$ cat src/rtl/lcd_cmd_queue_pkg.sv
// Shared definitions for the LCD command queue: register map, STATUS bit positions, FIFO entry layout.
package lcd_cmd_queue_pkg;

    localparam int unsigned ADDR_W  = 6;
    localparam int unsigned DATA_W  = 32;
    localparam int unsigned BYTE_W  = 8;
    localparam int unsigned ENTRY_W = 9;

    localparam logic [ADDR_W-1:0] LCD_REG_DATA   = 6'h00;
    localparam logic [ADDR_W-1:0] LCD_REG_INSTR  = 6'h01;
    localparam logic [ADDR_W-1:0] LCD_REG_STATUS = 6'h02;
    localparam logic [ADDR_W-1:0] LCD_REG_CTRL   = 6'h03;

    localparam int unsigned STS_EMPTY     = 0;
    localparam int unsigned STS_FULL      = 1;
    localparam int unsigned STS_OVF       = 2;
    localparam int unsigned STS_COUNT_LSB = 8;

    localparam int unsigned CTRL_ON    = 0;
    localparam int unsigned CTRL_FLUSH = 1;

    typedef struct packed {
        logic              rs;
        logic [BYTE_W-1:0] data;
    } lcd_entry_t;

endpackage

$ cat src/rtl/sync_fifo.sv
// Single-clock FIFO with occupancy count and synchronous flush; head is read combinationally.
module sync_fifo #(
    parameter int unsigned WIDTH = 9,
    parameter int unsigned DEPTH = 16,
    parameter int unsigned AW    = 4
) (
    input  logic             clk,
    input  logic             rst,
    input  logic             push,
    input  logic             pop,
    input  logic             flush,
    input  logic [WIDTH-1:0] wdata,
    output logic [WIDTH-1:0] head_c,
    output logic [AW:0]      count,
    output logic             full_c,
    output logic             empty_c
);

    logic [WIDTH-1:0] mem [DEPTH];
    logic [AW-1:0]    wr_ptr;
    logic [AW-1:0]    rd_ptr;
    logic             do_push;
    logic             do_pop;

    assign full_c  = (count == (AW+1)'(DEPTH));
    assign empty_c = (count == '0);
    assign head_c  = mem[rd_ptr];

    // Flush overrides both push and pop on the same edge.
    assign do_push = push && !full_c && !flush;
    assign do_pop  = pop && !empty_c && !flush;

    always_ff @(posedge clk) begin
        if (rst || flush) begin
            wr_ptr <= '0;
            rd_ptr <= '0;
            count  <= '0;
        end else begin
            if (do_push) wr_ptr <= wr_ptr + AW'(1);
            if (do_pop)  rd_ptr <= rd_ptr + AW'(1);
            count <= count + (AW+1)'(do_push) - (AW+1)'(do_pop);
        end
    end

    always_ff @(posedge clk) begin
        if (do_push) mem[wr_ptr] <= wdata;
    end

endmodule

$ cat src/rtl/lcd_cmd_queue.sv
// Bus-side front end of the character LCD controller: command FIFO, status/control registers.
module lcd_cmd_queue
    import lcd_cmd_queue_pkg::*;
#(
    parameter int unsigned DEPTH = 16,
    parameter int unsigned AW    = 4
) (
    input  logic              clk,
    input  logic              rst,
    input  logic              read,
    input  logic              write,
    input  logic [ADDR_W-1:0] address,
    input  logic [DATA_W-1:0] writedata,
    input  logic [3:0]        be,
    output logic [DATA_W-1:0] readdata,
    output logic              cmd_valid,
    output logic              cmd_rs,
    output logic [BYTE_W-1:0] cmd_data,
    input  logic              cmd_ready,
    output logic              on
);

    logic              wr_en;
    logic              is_data;
    logic              is_instr;
    logic              is_status;
    logic              is_ctrl;
    logic              fifo_push;
    logic              fifo_pop;
    logic              fifo_flush;
    logic              fifo_full;
    logic              fifo_empty;
    logic [AW:0]       fifo_count;
    logic              overflow;
    lcd_entry_t        push_entry;
    lcd_entry_t        head_entry;
    logic [DATA_W-1:0] rd_mux_c;
    logic              unused_bits;

    assign wr_en     = write && be[0];
    assign is_data   = (address == LCD_REG_DATA);
    assign is_instr  = (address == LCD_REG_INSTR);
    assign is_status = (address == LCD_REG_STATUS);
    assign is_ctrl   = (address == LCD_REG_CTRL);

    assign fifo_push  = wr_en && (is_data || is_instr);
    assign fifo_flush = wr_en && is_ctrl && writedata[CTRL_FLUSH];
    assign fifo_pop   = cmd_valid && cmd_ready;

    assign push_entry.rs   = is_data;
    assign push_entry.data = writedata[BYTE_W-1:0];

    sync_fifo #(
        .WIDTH (ENTRY_W),
        .DEPTH (DEPTH),
        .AW    (AW)
    ) u_fifo (
        .clk     (clk),
        .rst     (rst),
        .push    (fifo_push),
        .pop     (fifo_pop),
        .flush   (fifo_flush),
        .wdata   (push_entry),
        .head_c  (head_entry),
        .count   (fifo_count),
        .full_c  (fifo_full),
        .empty_c (fifo_empty)
    );

    assign cmd_valid = !fifo_empty;
    assign cmd_rs    = head_entry.rs;
    assign cmd_data  = head_entry.data;

    // Overflow is sticky; a drop on the same edge as a clear keeps it set.
    always_ff @(posedge clk) begin
        if (rst) begin
            overflow <= 1'b0;
            on       <= 1'b0;
        end else begin
            if (fifo_push && fifo_full) begin
                overflow <= 1'b1;
            end else if (wr_en && is_status && writedata[STS_OVF]) begin
                overflow <= 1'b0;
            end
            if (wr_en && is_ctrl) on <= writedata[CTRL_ON];
        end
    end

    always_comb begin
        rd_mux_c = '0;
        if (is_status) begin
            rd_mux_c[STS_EMPTY]                   = fifo_empty;
            rd_mux_c[STS_FULL]                    = fifo_full;
            rd_mux_c[STS_OVF]                     = overflow;
            rd_mux_c[STS_COUNT_LSB +: (AW+1)]     = fifo_count;
        end else if (is_ctrl) begin
            rd_mux_c[CTRL_ON]                     = on;
        end
    end

    always_ff @(posedge clk) begin
        if (rst) begin
            readdata <= '0;
        end else if (read) begin
            readdata <= rd_mux_c;
        end
    end

    assign unused_bits = ^{writedata[DATA_W-1:BYTE_W], be[3:1]};

endmodule

$ cat config.mk
export PLATFORM = sky130hd
export DESIGN_NAME = lcd_cmd_queue
export DESIGN_NICKNAME = d
export VERILOG_FILES = /design/src/rtl/lcd_cmd_queue_pkg.sv /design/src/rtl/sync_fifo.sv /design/src/rtl/lcd_cmd_queue.sv
export SDC_FILE = /design/constraint.sdc
export NUM_CORES = 1
export LEC_CHECK = 0
export ABC_AREA = 1
export BUFFER_PORTS_ARGS = -buffer_cell sky130_fd_sc_hd__buf_2
export CORE_MARGIN = 2
export CORE_UTILIZATION = 25
export DETAILED_ROUTE_END_ITERATION = 6
export GPL_TIMING_DRIVEN = 0
export SLEW_MARGIN = 15
export SYNTH_ARGS = -nofsm -noshare
export SYNTH_HDL_FRONTEND = slang
export SYNTH_HIERARCHICAL = 1
export SYNTH_SLANG_ARGS = --single-unit
export TNS_END_PERCENT = 30
$ cat constraint.sdc
create_clock -name clk -period 3.71 [get_ports clk]
set_clock_uncertainty 0.2 [all_clocks]
set_input_delay 0.742 -clock clk [delete_from_list [all_inputs] [get_ports clk]]
set_output_delay 0.742 -clock clk [all_outputs]
set_load 0.005 [all_outputs]
==> results of run 1 <==
-- state kept, by name, indices dropped and copies added (netlist names), named ones only --
register and count:
u_fifo/mem 144, overflow 1, on 1, u_fifo/count 5
u_fifo/rd_ptr 4, u_fifo/wr_ptr 4, readdata 8
-- worst max-delay path, delay by kind of cell --
family,cells,cell delay (ps)
adders and majority gates,3,920
and+or+nand+nor,9,1260
AOI/OAI and AO/OA,1,60
buffers and inverters,3,380
-- through the flow --
| step | hold slack (ps) | setup WS [ps] | cell area [um^2] | cells |
|---|---|---|---|---|
| final | 272.1 | 498.4 | 9537 | 1330 |
| after global routing | 297.4 | 310.3 | 9537 | 1330 |
| after CTS | 270.8 | 497.5 | 9537 | 1330 |
| after detailed placement | 262.2 | 53.37 | 8881 | 1298 |
| after global placement | 255.6 | -81.57 | 8710 | 1287 |
| after floorplan | 233.7 | 538.4 | 8016 | 847 |
-- area by class of cell --
cell class	instances	share of cell area, %
sequential	171	51.01
multi-input combinational	472	23.56
inverter	150	5.983
tap	402	5.274
clock buffer	19	4.539
buffer	54	4.395
timing repair buffer	49	2.899
clock inverter	13	2.335
-- placed cells by master, fill, tap and decap left out, types with 8 or more instances in the layout --
cell type	instances
a21oi_1	11
buf_2	46
buf_4	47
buf_6	10
clkbuf_16	17
conb_1	24
dfxtp_1	27
edfxtp_1	144
ha_1	11
inv_1	146
nand2_1	226
nand3_1	125
nor2_1	28
nor3_2	17
o21ai_0	8
-- where the power goes --
group / total, uW / internal, uW / leakage (uW) / switching, uW
clock network: 1960 / 1260 / 0.000314 / 706
logic: 1650 / 568 / 0.00234 / 1080
registers: 2160 / 2130 / 0.00151 / 38.0
-- Yosys cell counts (all sizes together), types with 5 or more instances --
cell | number | area (um^2)
ha | 11 | 137.6
nor3 | 18 | 90.09
nand4 | 5 | 31.28
nand2 | 227 | 854.6
nor2 | 33 | 141.4
a21oi | 12 | 63.81
buf | 54 | 419.2
dfxtp | 27 | 540.5
nand3 | 128 | 655.6
inv | 149 | 566.8
o21ai | 8 | 40.04
edfxtp | 144 | 4324
-- metal layers --
metal	vias up	track usage (%)	share of wire [%]
met1	2707	15.71	44
met2	249	20.44	47
met5	-	0	0
li1	2785	-	-
met4	0	4.581	2.6
met3	36	2.554	6.7
-- worst min-delay path by stage --
stage | start | to | slack, ps | cells past startpoint
6_report | overflow | overflow | 270 | 2
5_1_grt | overflow | overflow | 300 | 2
4_1_cts | overflow | overflow | 270 | 2
3_5_place_dp | overflow | overflow | 260 | 2
3_3_place_gp | overflow | overflow | 260 | 2
2_1_floorplan | overflow | overflow | 230 | 2
-- cells by family (layout without fill, tap and decap cells) --
kind of cell | Yosys count | after routing | synth area share [%]
AOI/OAI and AO/OA | 21 | 21 | 1.404
other | 1 | 24 | 0.04729
and+or+nand+nor | 414 | 414 | 22.63
DFF | 171 | 171 | 61.34
adders and majority gates | 12 | 12 | 1.988
buffers and inverters | 204 | 285 | 12.48
xor gates and xnor gates | 1 | 1 | 0.1105
==> results.cfg, run 1 <==
[sta]
finalHoldViolations = 0
period_minus_slack_ps = 3212
setup_tns_ps = 0
setup_viol = 0
rsz0062_at_grt = false
timing.fmax_ghz = 0.3114
finalCritPeriodShare_pct = 86.57
worstMarginPinSlew_ps = 1006
drv_slew = 0
max_slew_margin_pct = 32.59

[pwr]
peakVddDrop_mv = 0.3551
leakage_uw = 0.004167
p_per_area_nw_per_um2 = 605.8
power_uw = 5778

[die]
chipHeight_um = 182.1
rows = 65
die_x_um = 182.1
start_util_pct = 25.26
die_area_um2 = 33160
io-pin-count = 90
core_um2 = 31390

[logic_synthesis]
syn_area_um2 = 7930
async_reset_ff_share_pct = 0
synth_edf_count = 144
ys_ff_latch = 171
yosysSeqAreaShare_pct = 61.34
ys.flop_type = edfxtp_1
synth_warnings = 6
synth.avg_cell_area_um2 = 9.624
synth_cell_types = 30
netlist_instances = 824

[global_routing]
grt_pass1_wl_um = 30590
grt_antenna_before_repair = 0
gr-total-overflow = 0
grt_max_degree = 18
grt_pass1_vias = 5286
grt_use_total_pct = 12.26

[drt]
vias = 5777
totalWireLength_um = 20070
dr.pass1.iters = 7
wire_per_inst_um = 15.09
drt-initial-drc-count = 555
drc = 0
postRouteAntennaNets = 0
routed_via_density = 4.344

[worst_setup_path]
worstPathRequired_ps = 3830
worstSetupEndpointType = flop
startpoint_type = primary input
path_max_fanout = 10
path_class = primary input to flop
regToRegStartpoint = u_fifo/count[2]
arrival_ps = 3340
worstSetupStartpoint = address[3]
rr_worst_depth = 17
reg2reg_setup_slack_ps = 670
critPathMostFrequentCell = nand2_1
cp_slowest_cell = fa_1
max_stage_delay_ps = 430
r2r-end = u_fifo/count[4]
critical_path.cell_chain = buf_2, nor2_2, nand2_1, nor3_1, nand3_2, buf_4, ha_1, inv_1, ha_1, fa_1, nand2_1, a21oi_1, nor2_1, nand2_1, nand2_1, nor2_1
endpoint = u_fifo/count[4]

[layout]
multiInputGateArea_um2 = 2247
nFillCells = 3213
synthToLayoutAreaGrowth_pct = 20.26
seqCellArea_um2 = 4865
nNetsFinal = 974
diodes = 0
utilization_pct = 30.38
drive_gt1_share_pct = 17.46

[clocking]
cts_max_path_buffers = 2
post_cts_buffers = 0
clk_transition_reported_paths_ps = 70
cts_hold_buffers = 0
cts_sinks = 171
cts_root_buf = clkbuf_16
cts_tree = built
clock_latency_ps = 420
htree_num_levels = 4
numCtsBuffers = 17
cts_resized = 0

[hold_path]
hold_path.class = flop to flop

[place]
place_congestion = 0.8249
dpl.hpwl_um = 13900
portBuffers = 38

[flow_run]
drv_cap = 0

[run_status]
status = finished clean
No activity file was read; power rests on OpenSTA's default activity.
==> inputs of run 2 (changes only) <==
--- a/config.mk
+++ b/config.mk
@@ -14,6 +14,5 @@
 export SLEW_MARGIN = 15
 export SYNTH_ARGS = -nofsm -noshare
 export SYNTH_HDL_FRONTEND = slang
-export SYNTH_HIERARCHICAL = 1
 export SYNTH_SLANG_ARGS = --single-unit
 export TNS_END_PERCENT = 30
==> run 2 against run 1 <==
  * Sequential cell count did not move
  * Global-route usage fell by 0.66 points
  * Core utilization fell by 0.65 points
  * Worst setup slack improved by 140 ps
  * Fmax rose by 4.6%
  * Register-to-register slack improved by 110 ps
  * Area after synthesis fell by 5.9%
  * Die area fell by 5.8%
  * Synthesized cell count fell by 18%
  * Via count fell by 14%
  * Sequential share of layout area rose by 4.5 points
  * Cell area fell by 8.1%
  * Critical path type is now flop to primary output
==> results.cfg, run 2 <==
[drt]
drc = 0
postRouteAntennaNets = 0
wire_per_inst_um = 15.19
totalWireLength_um = 17590
dr.pass1.iters = 5
vias = 4984
routed_via_density = 4.304
drt-initial-drc-count = 390

[layout]
max_flop_register = u_fifo.mem
nFillCells = 3033
stdcell_area_um2 = 8765
final_cell_mix = 144 x edfxtp_1, 99 x inv_1, 95 x nand2_1
multiInputGateArea_um2 = 1939
nNetsFinal = 814
seqCellArea_um2 = 4865
synthToLayoutAreaGrowth_pct = 17.44
top_regs = u_fifo.mem: 144 flops, readdata: 8 flops, u_fifo.count: 5 flops
diodes = 0
largest_reg_flops = 144
utilization_pct = 29.73
final_common_cell = edfxtp_1
drive_gt1_share_pct = 16.02

[sta]
setup_tns_ps = 0
max_slew_margin_pct = 32.25
timing.fmax_ghz = 0.3256
worstMarginPinSlew_ps = 1013
drv_slew = 0
whs_ps = 264.1
finalCritPeriodShare_pct = 82.78
setup_viol = 0
period_minus_slack_ps = 3071
finalHoldViolations = 0
rsz0062_at_grt = false

[logic_synthesis]
synth_warnings = 0
synth_edf_count = 144
synth_area_leaders = edfxtp_1 58%, dfxtp_1 7.2%, inv_1 4.9%
yosysTopAreaCellShare_pct = 57.94
yosysTopAreaCell = edfxtp_1
synth.avg_cell_area_um2 = 11.06
ys_ff_latch = 171
async_reset_ff_share_pct = 0
yosysSeqAreaShare_pct = 65.18
syn_area_um2 = 7463
yosys-top-cells-count = 144 x edfxtp_1, 97 x inv_1, 95 x nand2_1
ys.flop_type = edfxtp_1
netlist_instances = 675
synth_most_common_cell = edfxtp_1
synth_cell_types = 31

[pwr]
comb_power_share_pct = 25.1
intPower_uw = 3457
peakVddDrop_mv = 0.3561
net-switching-power_uw = 1560
leakage_uw = 0.003351
clkPwrFrac_pct = 32.0
pwr-share-seq_pct = 42.9
swShare_pct = 31.09
p_per_area_nw_per_um2 = 572.5
power_uw = 5017

[clocking]
htree_num_levels = 4
cts_hold_buffers = 0
cts_sinks = 171
cts_resized = 0
post_cts_buffers = 0
numCtsBuffers = 17
cts_tree = built
clock_latency_ps = 430
cts_max_path_buffers = 2
cts_root_buf = clkbuf_16
clk_transition_reported_paths_ps = 70

[worst_setup_path]
rr_worst_depth = 17
regToRegStartpoint = u_fifo.count[2]
worstSetupEndpointType = primary output
path_max_fanout = 10
startpoint_type = flop
worstPathRequired_ps = 2770
arrival_ps = 2130
r2r-end = u_fifo.count[4]
reg2reg_setup_slack_ps = 780
path_class = flop to primary output

[die]
io-pin-count = 90
core_um2 = 29480
die_x_um = 176.8
start_util_pct = 25.32
chipHeight_um = 176.8
rows = 63
die_area_um2 = 31250

[hold_path]
holdPathEnd = readdata[0]
min-delay-start = readdata[0]
min_path_cells = 2
hold_path.class = flop to flop

[global_routing]
gr-total-overflow = 0
grt_max_degree = 18
grt_use_total_pct = 11.60
grt_pass1_vias = 4696
grt_pass1_wl_um = 26720
grt_antenna_before_repair = 0

[place]
dpl.hpwl_um = 12360
placed_area_um2 = 8235
portBuffers = 37
place_congestion = 0.8456

[flow_run]
drv_cap = 0

[run_status]
status = finished clean
==> run 2: cell types whose count changed after synthesis, moves of 4 or more <==
cell	before	now
buf_2	8	15
o211ai_1	0	37
clkbuf_1	0	4
nand3_1	125	64
nor3_1	18	2
a21oi_1	11	58
nand2_1	226	95
nand4_1	5	1
buf_4	37	26
o21ai_0	8	37
inv_1	146	97
==> run 2: per-stage QoR <==
stage / instances / setup WS, ps
after global routing: 1158 / 509.6
after CTS: 1158 / 678.0
final: 1158 / 639.0
after global placement: 1125 / 345.3
after floorplan: 698 / 872.3
after detailed placement: 1126 / 430.5
==> run 2: worst max-delay path by stage <==
stage / cells after the start / slack, ps / to
2_1_floorplan: 16 / 870 / u_fifo.count[4]
3_3_place_gp: 4 / 350 / u_fifo.mem[15][8]
3_5_place_dp: 17 / 430 / u_fifo.count[4]
4_1_cts: 5 / 680 / cmd_data[6]
5_1_grt: 17 / 510 / u_fifo.count[4]
6_report: 5 / 640 / cmd_data[6]
==> run 2: cell families after synthesis <==
kind of cell	synth area share, %
simple gates	11.69
flops	65.18
buf+inv	10.06
compound gates	10.33
fa+ha+maj	2.112
xor+xnor	0.5867
other cells	0.05025
==> run 2: power groups by stage <==
stage / Sequential (uW) / Clock (uW) / Combinational, uW
3_5_place_dp: 2190 / 0 / 1260
5_1_grt: 2160 / 1700 / 1400
6_report: 2150 / 1610 / 1260
4_1_cts: 2150 / 1630 / 1260
3_3_place_gp: 2190 / 0 / 1250
2_1_floorplan: 2190 / 0 / 831
==> run 2: critical path, stage by stage (launching register included) <==
cell and delay [ps]:
dfxtp_1 370, buf_1 440, clkinv_1 390, nand3_1 190, nand2_1 140, buf_2 160
==> run 2: area by class of cell <==
class	count	share of cell area [%]
repair buffers	38	2.198
inverters	101	4.325
plain buffers	54	4.240
clock buffers	20	5.225
well taps	390	5.567
multi-input cells	372	22.13
clock inverters	12	0.8137
flip-flops and latches	171	55.50
==> run 2: per-layer routing <==
metal / vias up / wire (um) / track usage, %
met1: 2375 / 7359 / 14.31
met5: - / 0 / 0
li1: 2429 / - / -
met4: 0 / 367 / 4.614
met3: 26 / 1031 / 2.470
met2: 154 / 8832 / 19.78
